### config.mk
export PLATFORM = sky130hd
export DESIGN_NAME = mc_controller_v2_flat
export DESIGN_NICKNAME = d
export VERILOG_FILES = /design/src/rtl/mc_controller_v2_if.sv /design/src/rtl/mc_controller_v2.sv /design/src/flat_wrapper.sv
export SDC_FILE = /design/constraint.sdc
export NUM_CORES = 1
export LEC_CHECK = 0
export CORE_AREA = 4 4 60 75
export CTS_CLUSTER_DIAMETER = 120
export DETAILED_ROUTE_END_ITERATION = 8
export DIE_AREA = 0 0 64 79
export HOLD_SLACK_MARGIN = 0.12
export PLACE_DENSITY = 0.77
export SLEW_MARGIN = 15
export SYNTH_ARGS = -nofsm -noshare
export SYNTH_HDL_FRONTEND = slang
export SYNTH_SLANG_ARGS = --single-unit
export TNS_END_PERCENT = 5
### constraint.sdc
create_clock -name clk -period 1.64 [get_ports clk]
set_clock_uncertainty 0.05 [all_clocks]
set_input_delay 0.328 -clock clk [delete_from_list [all_inputs] [get_ports clk]]
set_output_delay 0.328 -clock clk [all_outputs]
set_load 0.01 [all_outputs]
### src/rtl/mc_controller_v2_if.sv
`default_nettype none
// ============================================================================
//  Module     : mc_controller_v2_if
//  Description: Shared-memory bus handshake between the multicycle controller
//               (master) and the memory / datapath side (slave).
//  Revision   : 1.0 - initial release
// ============================================================================
interface mc_controller_v2_if;
  logic mem_ready;  // memory completes the current read/write this cycle
  logic memread;    // read request (fetch or load)
  logic memwrite;   // write request (store)
  logic adrsrc;     // address select: 0 = PC, 1 = ALUOut

  modport master (input mem_ready, output memread, memwrite, adrsrc);
  modport slave  (output mem_ready, input memread, memwrite, adrsrc);
endinterface
`default_nettype wire

### src/rtl/mc_controller_v2.sv
`default_nettype none
// ============================================================================
//  Module     : mc_controller_v2
//  Description: Multicycle RV32I controller - main FSM, ALU decode and
//               immediate decode, with memory wait-state timeout, illegal-op
//               trap and sticky error flags.
//  Config     : INSTRET_EN - when defined, builds the retired-instruction
//               counter; otherwise instret is tied to zero.
//  Revision   : 1.0 - initial release
// ============================================================================
module mc_controller_v2 #(
  parameter int TIMEOUT = 16,
  parameter int CNT_W   = 32
) (
  input  logic               clk,
  input  logic               reset_n,
  mc_controller_v2_if.master bus,
  input  logic [6:0]         op,
  input  logic [2:0]         funct3,
  input  logic               funct7b5,
  input  logic               zero,
  input  logic               lt,
  input  logic               ltu,
  output logic               irwrite,
  output logic               pcwrite,
  output logic               regwrite,
  output logic [2:0]         immsrc,
  output logic [1:0]         alusrca,
  output logic [1:0]         alusrcb,
  output logic [1:0]         resultsrc,
  output logic [3:0]         alucontrol,
  output logic               illegal,
  output logic               bus_err,
  output logic               halted,
  output logic [CNT_W-1:0]   instret
);

  localparam logic [6:0] OP_LOAD   = 7'b0000011;
  localparam logic [6:0] OP_STORE  = 7'b0100011;
  localparam logic [6:0] OP_RTYPE  = 7'b0110011;
  localparam logic [6:0] OP_ITYPE  = 7'b0010011;
  localparam logic [6:0] OP_JAL    = 7'b1101111;
  localparam logic [6:0] OP_JALR   = 7'b1100111;
  localparam logic [6:0] OP_BRANCH = 7'b1100011;
  localparam logic [6:0] OP_LUI    = 7'b0110111;
  localparam logic [6:0] OP_AUIPC  = 7'b0010111;

  localparam logic [3:0] ALU_ADD = 4'd0;
  localparam logic [3:0] ALU_SUB = 4'd1;

  // Wide enough to hold TIMEOUT-1, the last stalled count before a trap.
  localparam int WAIT_W = (TIMEOUT > 1) ? $clog2(TIMEOUT) : 1;

  typedef enum logic [3:0] {
    S_FETCH   = 4'd0,  S_DECODE  = 4'd1,  S_MEMADR = 4'd2,  S_MEMRD  = 4'd3,
    S_MEMWB   = 4'd4,  S_MEMWR   = 4'd5,  S_EXECR  = 4'd6,  S_EXECI  = 4'd7,
    S_ALUWB   = 4'd8,  S_JAL     = 4'd9,  S_JALR   = 4'd10, S_JALRLNK = 4'd11,
    S_BRANCH  = 4'd12, S_LUI     = 4'd13, S_TRAP   = 4'd14
  } state_t;

  state_t              r_state;
  state_t              w_next;
  logic [WAIT_W-1:0]   r_wait;
  logic                r_illegal;
  logic                r_bus_err;
  logic                w_illegal_op;
  logic                w_wait_state;
  logic                w_stall;
  logic                w_limit;
  logic                w_taken;

  // funct3/funct7b5 to ALU operation; sub only exists for R-type (op[5]).
  function automatic logic [3:0] alu_decode(input logic [6:0] o, input logic [2:0] f3,
                                            input logic f7);
    case (f3)
      3'b000:  alu_decode = (o[5] && f7) ? ALU_SUB : ALU_ADD;
      3'b001:  alu_decode = 4'd7;
      3'b010:  alu_decode = 4'd5;
      3'b011:  alu_decode = 4'd6;
      3'b100:  alu_decode = 4'd4;
      3'b101:  alu_decode = f7 ? 4'd9 : 4'd8;
      3'b110:  alu_decode = 4'd3;
      default: alu_decode = 4'd2;
    endcase
  endfunction

  assign w_wait_state = (r_state == S_FETCH) || (r_state == S_MEMRD) || (r_state == S_MEMWR);
  assign w_stall      = w_wait_state && !bus.mem_ready;
  assign w_limit      = (TIMEOUT > 0) && (int'(r_wait) == TIMEOUT - 1);

  // Branch condition from ALU flags of rs1-rs2.
  always_comb begin
    case (funct3)
      3'b000:  w_taken = zero;
      3'b001:  w_taken = !zero;
      3'b100:  w_taken = lt;
      3'b101:  w_taken = !lt;
      3'b110:  w_taken = ltu;
      3'b111:  w_taken = !ltu;
      default: w_taken = 1'b0;
    endcase
  end

  // Next-state selection, including opcode dispatch and timeout trap.
  always_comb begin
    w_next       = r_state;
    w_illegal_op = 1'b0;
    case (r_state)
      S_FETCH:   if (bus.mem_ready) w_next = S_DECODE;
      S_DECODE: begin
        case (op)
          OP_LOAD, OP_STORE: w_next = S_MEMADR;
          OP_RTYPE:          w_next = S_EXECR;
          OP_ITYPE:          w_next = S_EXECI;
          OP_JAL:            w_next = S_JAL;
          OP_LUI:            w_next = S_LUI;
          OP_AUIPC:          w_next = S_ALUWB;
          OP_JALR: begin
            if (funct3 == 3'b000) w_next = S_JALR;
            else begin w_next = S_TRAP; w_illegal_op = 1'b1; end
          end
          OP_BRANCH: begin
            if (funct3[2:1] == 2'b01) begin w_next = S_TRAP; w_illegal_op = 1'b1; end
            else w_next = S_BRANCH;
          end
          default: begin w_next = S_TRAP; w_illegal_op = 1'b1; end
        endcase
      end
      S_MEMADR:  w_next = op[5] ? S_MEMWR : S_MEMRD;
      S_MEMRD:   if (bus.mem_ready) w_next = S_MEMWB;
      S_MEMWR:   if (bus.mem_ready) w_next = S_FETCH;
      S_MEMWB, S_ALUWB, S_BRANCH: w_next = S_FETCH;
      S_EXECR, S_EXECI, S_JAL, S_JALRLNK, S_LUI: w_next = S_ALUWB;
      S_JALR:    w_next = S_JALRLNK;
      default:   w_next = S_TRAP;
    endcase
    // A ready on the limit cycle has already taken the normal path above.
    if (w_stall && w_limit) w_next = S_TRAP;
  end

  // State, wait counter and sticky error flags.
  always_ff @(posedge clk or negedge reset_n) begin
    if (!reset_n) begin
      r_state   <= S_FETCH;
      r_wait    <= '0;
      r_illegal <= 1'b0;
      r_bus_err <= 1'b0;
    end else begin
      r_state <= w_next;
      if (w_next != r_state || !w_stall) r_wait <= '0;
      else                               r_wait <= r_wait + WAIT_W'(1);
      if (w_illegal_op)       r_illegal <= 1'b1;
      if (w_stall && w_limit) r_bus_err <= 1'b1;
    end
  end

  assign illegal = r_illegal;
  assign bus_err = r_bus_err;
  assign halted  = (r_state == S_TRAP);

  // Immediate format follows the opcode held in the instruction register.
  always_comb begin
    case (op)
      OP_STORE:         immsrc = 3'b001;
      OP_BRANCH:        immsrc = 3'b010;
      OP_JAL:           immsrc = 3'b011;
      OP_LUI, OP_AUIPC: immsrc = 3'b100;
      default:          immsrc = 3'b000;
    endcase
  end

  // Datapath controls: selects from state, enables gated by mem_ready/branch.
  always_comb begin
    bus.memread  = 1'b0;
    bus.memwrite = 1'b0;
    bus.adrsrc   = 1'b0;
    irwrite      = 1'b0;
    pcwrite      = 1'b0;
    regwrite     = 1'b0;
    alusrca      = 2'b00;
    alusrcb      = 2'b00;
    resultsrc    = 2'b00;
    alucontrol   = ALU_ADD;
    case (r_state)
      S_FETCH: begin
        bus.memread = 1'b1;
        alusrcb     = 2'b10;
        resultsrc   = 2'b10;
        irwrite     = bus.mem_ready;
        pcwrite     = bus.mem_ready;
      end
      S_DECODE:  begin alusrca = 2'b01; alusrcb = 2'b01; end
      S_MEMADR:  begin alusrca = 2'b10; alusrcb = 2'b01; end
      S_MEMRD:   begin bus.memread = 1'b1; bus.adrsrc = 1'b1; end
      S_MEMWB:   begin regwrite = 1'b1; resultsrc = 2'b01; end
      S_MEMWR:   begin bus.memwrite = 1'b1; bus.adrsrc = 1'b1; end
      S_EXECR: begin
        alusrca    = 2'b10;
        alucontrol = alu_decode(op, funct3, funct7b5);
      end
      S_EXECI: begin
        alusrca    = 2'b10;
        alusrcb    = 2'b01;
        alucontrol = alu_decode(op, funct3, funct7b5);
      end
      S_ALUWB:   regwrite = 1'b1;
      S_JAL:     begin alusrca = 2'b01; alusrcb = 2'b10; pcwrite = 1'b1; end
      S_JALR: begin
        alusrca   = 2'b10;
        alusrcb   = 2'b01;
        resultsrc = 2'b10;
        pcwrite   = 1'b1;
      end
      S_JALRLNK: begin alusrca = 2'b01; alusrcb = 2'b10; end
      S_BRANCH: begin
        alusrca    = 2'b10;
        alucontrol = ALU_SUB;
        pcwrite    = w_taken;
      end
      S_LUI:     begin alusrca = 2'b11; alusrcb = 2'b01; end
      default: ;
    endcase
  end

`ifdef INSTRET_EN
  logic [CNT_W-1:0] r_instret;

  // One retirement per return to FETCH from any other state.
  always_ff @(posedge clk or negedge reset_n) begin
    if (!reset_n)                                   r_instret <= '0;
    else if (r_state != S_FETCH && w_next == S_FETCH) r_instret <= r_instret + CNT_W'(1);
  end

  assign instret = r_instret;
`else
  assign instret = '0;
`endif

endmodule
`default_nettype wire
### src/flat_wrapper.sv
// flat-port wrapper written by rule: the top's interface ports become plain ports
module mc_controller_v2_flat 
#(
  parameter int TIMEOUT = 16,
  parameter int CNT_W   = 32
)
  (clk, reset_n, op, funct3, funct7b5, zero, lt, ltu, irwrite, pcwrite, regwrite, immsrc, alusrca, alusrcb, resultsrc, alucontrol, illegal, bus_err, halted, instret, bus_mem_ready, bus_memread, bus_memwrite, bus_adrsrc);
  mc_controller_v2_if bus_i ();
  input  logic clk;
  input  logic reset_n;
  input  logic [6:0] op;
  input  logic [2:0] funct3;
  input  logic funct7b5;
  input  logic zero;
  input  logic lt;
  input  logic ltu;
  output logic irwrite;
  output logic pcwrite;
  output logic regwrite;
  output logic [2:0] immsrc;
  output logic [1:0] alusrca;
  output logic [1:0] alusrcb;
  output logic [1:0] resultsrc;
  output logic [3:0] alucontrol;
  output logic illegal;
  output logic bus_err;
  output logic halted;
  output logic [CNT_W-1:0] instret;
  input wire logic [$bits(bus_i.mem_ready)-1:0] bus_mem_ready;
  output wire logic [$bits(bus_i.memread)-1:0] bus_memread;
  output wire logic [$bits(bus_i.memwrite)-1:0] bus_memwrite;
  output wire logic [$bits(bus_i.adrsrc)-1:0] bus_adrsrc;
  assign bus_i.mem_ready = bus_mem_ready;
  assign bus_memread = bus_i.memread;
  assign bus_memwrite = bus_i.memwrite;
  assign bus_adrsrc = bus_i.adrsrc;
  mc_controller_v2 #(.TIMEOUT(TIMEOUT), .CNT_W(CNT_W)) u_core (.clk(clk), .reset_n(reset_n), .bus(bus_i), .op(op), .funct3(funct3), .funct7b5(funct7b5), .zero(zero), .lt(lt), .ltu(ltu), .irwrite(irwrite), .pcwrite(pcwrite), .regwrite(regwrite), .immsrc(immsrc), .alusrca(alusrca), .alusrcb(alusrcb), .resultsrc(resultsrc), .alucontrol(alucontrol), .illegal(illegal), .bus_err(bus_err), .halted(halted), .instret(instret));
endmodule
==> results_dict.tcl <==
set metrics [dict create \
    status "finished, violations left" \
    failed_checks "setup timing" \
    drc_errors 0 \
    fin_crit_sh_pct 111 \
    cts_htree_levels 1 \
    nFillCells 338 \
    slowest_stage "dfrtp_2" \
    cts_buffers 3 \
    cts_tree "built" \
    fp-row-count 25 \
    hpwl_um 2940 \
    worstSetupPathType "reg -> out" \
    antennaDiodeCount 0 \
    syn_area_mm2 0.00132 \
    wl_per_cell_um 12.5 \
    setup_viol 12 \
    synth-async-reset-ratio_pct 100 \
    grt_usage_pct 15.0 \
    ys_seq_area_share_pct 18.9 \
    grt_pass1_vias 1442 \
    portBuffers 38 \
    finalHoldViolations 0 \
    die_area_mm2 0.00506 \
    syn_to_final_growth_pct 58.5 \
    layout.cells.non_filler 309 \
    gp_congestion 0.783 \
    grt_max_degree 11 \
    ant_nets 0 \
    vias 1453 \
    cts.sinks 10 \
    final_common_cell "buf_4" \
    cp-end-kind "output pin" \
    die_x_um 64 \
    cap_violations 0 \
    ys_ff_latch 10 \
    finalWorstSetupSlack_ns -0.183 \
    worst_hold_path_type "in -> async" \
    ys_warn_count 0 \
    crit_path_max_incr_delay_ns 0.44 \
    routed_wl_um 3850 \
    synth_cells 183 \
    synth_area_leaders "dfrtp_1 19%, buf_4 18%, xor2_1 4.6%" \
    gr-total-overflow 0 \
    layout_common_cells "37 x buf_4, 32 x conb_1, 16 x buf_2" \
    coreArea_mm2 0.00378 \
    critPathMaxFanout 5 \
    worstPathArrival_ns 1.45 \
    drive_gt1_share_pct 41.2 \
    dp_cells 303 \
    antenna_found_initial 0 \
    rsz0062_at_grt "yes" \
    max_freq_mhz 548 \
    p_leak_nw 0.997 \
    drt_first_pass_iters 4 \
    clock_latency_ns 0.23 \
    vdd_drop_max_mv 0.214 \
    fin_crit_ns 1.82 \
    synth_edf_count 0 \
    initial_core_util_pct 34.9 \
    path_clk_slew_ns 0.04 \
    holdBufCountCts 0 \
    die_h_um 79 \
    synth_flop_cell "dfrtp_1" \
    synth_area_leader_cell "dfrtp_1" \
    path_cells "buf_6, xor2_2, o21ai_1, a21o_1, clkdlybuf4s15_2" \
    clk_path_buf_depth 2 \
    avgSynthCellArea_um2 7.22 \
    nets 275 \
    cts_root_buffer "clkbuf_8" \
    yosysUniqueCellTypes 45 \
    drt-initial-drc-count 38 \
    power_density_mw_per_mm2 327 \
    final_cell_area_mm2 0.00209 \
    slew_violations 0 \
    avgViaCountPerCell 4.70 \
    worstPathRequired_ns 1.26 \
    grt_pass1_wl_um 6190 \
    place_area_mm2 0.00193 \
    crit_path_start_kind "flop" \
    synth_top_area_share_pct 18.9 \
    boundaryPins 71 \
]
## critical path, delay by kind of cell, from the launching register on
family,cells,cell delay (ns)
buffers and inverters,2,0.36
AOI/OAI and AO/OA,2,0.28
xor gates and xnor gates,1,0.14
DFF,1,0.44
## logic make-up after synthesis
family / after synthesis / synth area share [%]
AND/OR/NAND/NOR: 67 / 27.3
AO/OA/AOI/OAI: 40 / 20.4
buffers and inverters: 53 / 24.7
flip-flops: 10 / 18.9
other: 1 / 0.284
multiplexers: 2 / 1.52
XOR/XNOR: 9 / 5.97
adder cells (fa/ha/maj): 1 / 0.947
## where the power goes
group	switching (mW)	leakage (nW)	total (mW)	internal (mW)
Sequential	0	0.121	0.248	0.248
Combinational	0.112	0.854	0.194	0.0816
Clock	0.0843	0.0216	0.244	0.160
## synthesized netlist by cell type (2+ instances only)
master / n
nor3_1: 11
nand2b_1: 4
nand2_1: 10
inv_1: 7
nand3_1: 8
o31ai_1: 2
or3_1: 3
nor4_1: 2
a21o_1: 3
a31oi_1: 3
o21ai_0: 8
mux2i_1: 2
nor2_1: 16
o21a_1: 3
a21oi_1: 7
nor3b_1: 2
o211ai_1: 2
and3_1: 3
buf_4: 32
nand3b_1: 4
xor2_1: 7
xnor2_1: 2
dfrtp_1: 10
buf_2: 6
clkbuf_1: 6
## per-stage QoR
stage          utilization [%]  TNS (ns)  worst slack, ns  total power, mW  hold slack (ns)
5_1_grt                   55.3     -2.30           -0.260            0.724            0.394
3_5_place_dp              51.0    -10.72           -0.931            0.433            0.409
4_1_cts                   53.7     -1.15           -0.191            0.675            0.367
6_report                  55.3     -1.01           -0.183            0.685            0.350
2_1_floorplan                -  -0.00422         -0.00422            0.397          -0.0176
3_3_place_gp              51.0    -10.40           -0.871            0.430            0.401
## layer usage
layer	global-route usage (%)	vias to the layer above	wire, µm
met5	0	-	0
met4	7.34	0	85
met3	1.27	8	221
met2	29.9	53	2150
met1	15.0	674	1400
li1	-	718	-
## layout make-up
type,instances,area [µm²],share of cell area [%]
inverters,8,30.0,1.43
repair buffers,83,679,32.4
well taps,54,67.6,3.23
flip-flops and latches,10,255,12.2
multi-input cells,151,1020,48.7
clock buffers,3,41.3,1.97
## path summary, 6_finish.rpt
kind                                         from           endpoint  slack (ns)  cells after the start
worst max-delay path            u_core.r_state[1]         alusrcb[0]       -0.18                      5
worst min-delay path                      reset_n   u_core.r_wait[3]        0.35                      1
worst max register to register  u_core.r_state[0]  u_core.r_state[0]       -0.02                      7
worst min register to register   u_core.r_wait[0]   u_core.r_wait[0]        0.41                      1
max in group asynchronous                 reset_n  u_core.r_state[0]        0.87                      1
min in group clk                 u_core.r_wait[0]   u_core.r_wait[0]        0.41                      1
## flip-flops by register name, summed over array words and instances, names as in the netlist
| name | count |
|---|---|
| u_core.r_state | 4 |
| u_core.r_wait | 4 |
| u_core.bus_err | 1 |
| u_core.illegal | 1 |
## what timing repair did
item                                    4_1_cts  5_1_grt
resized for setup                           131       23
setup buffers                                 3        0
endpoints found under the hold margin         0        0
pin swaps                                    12        6
endpoints found under the setup margin       26       28
Note: power is estimated with default switching activity, not from simulation.
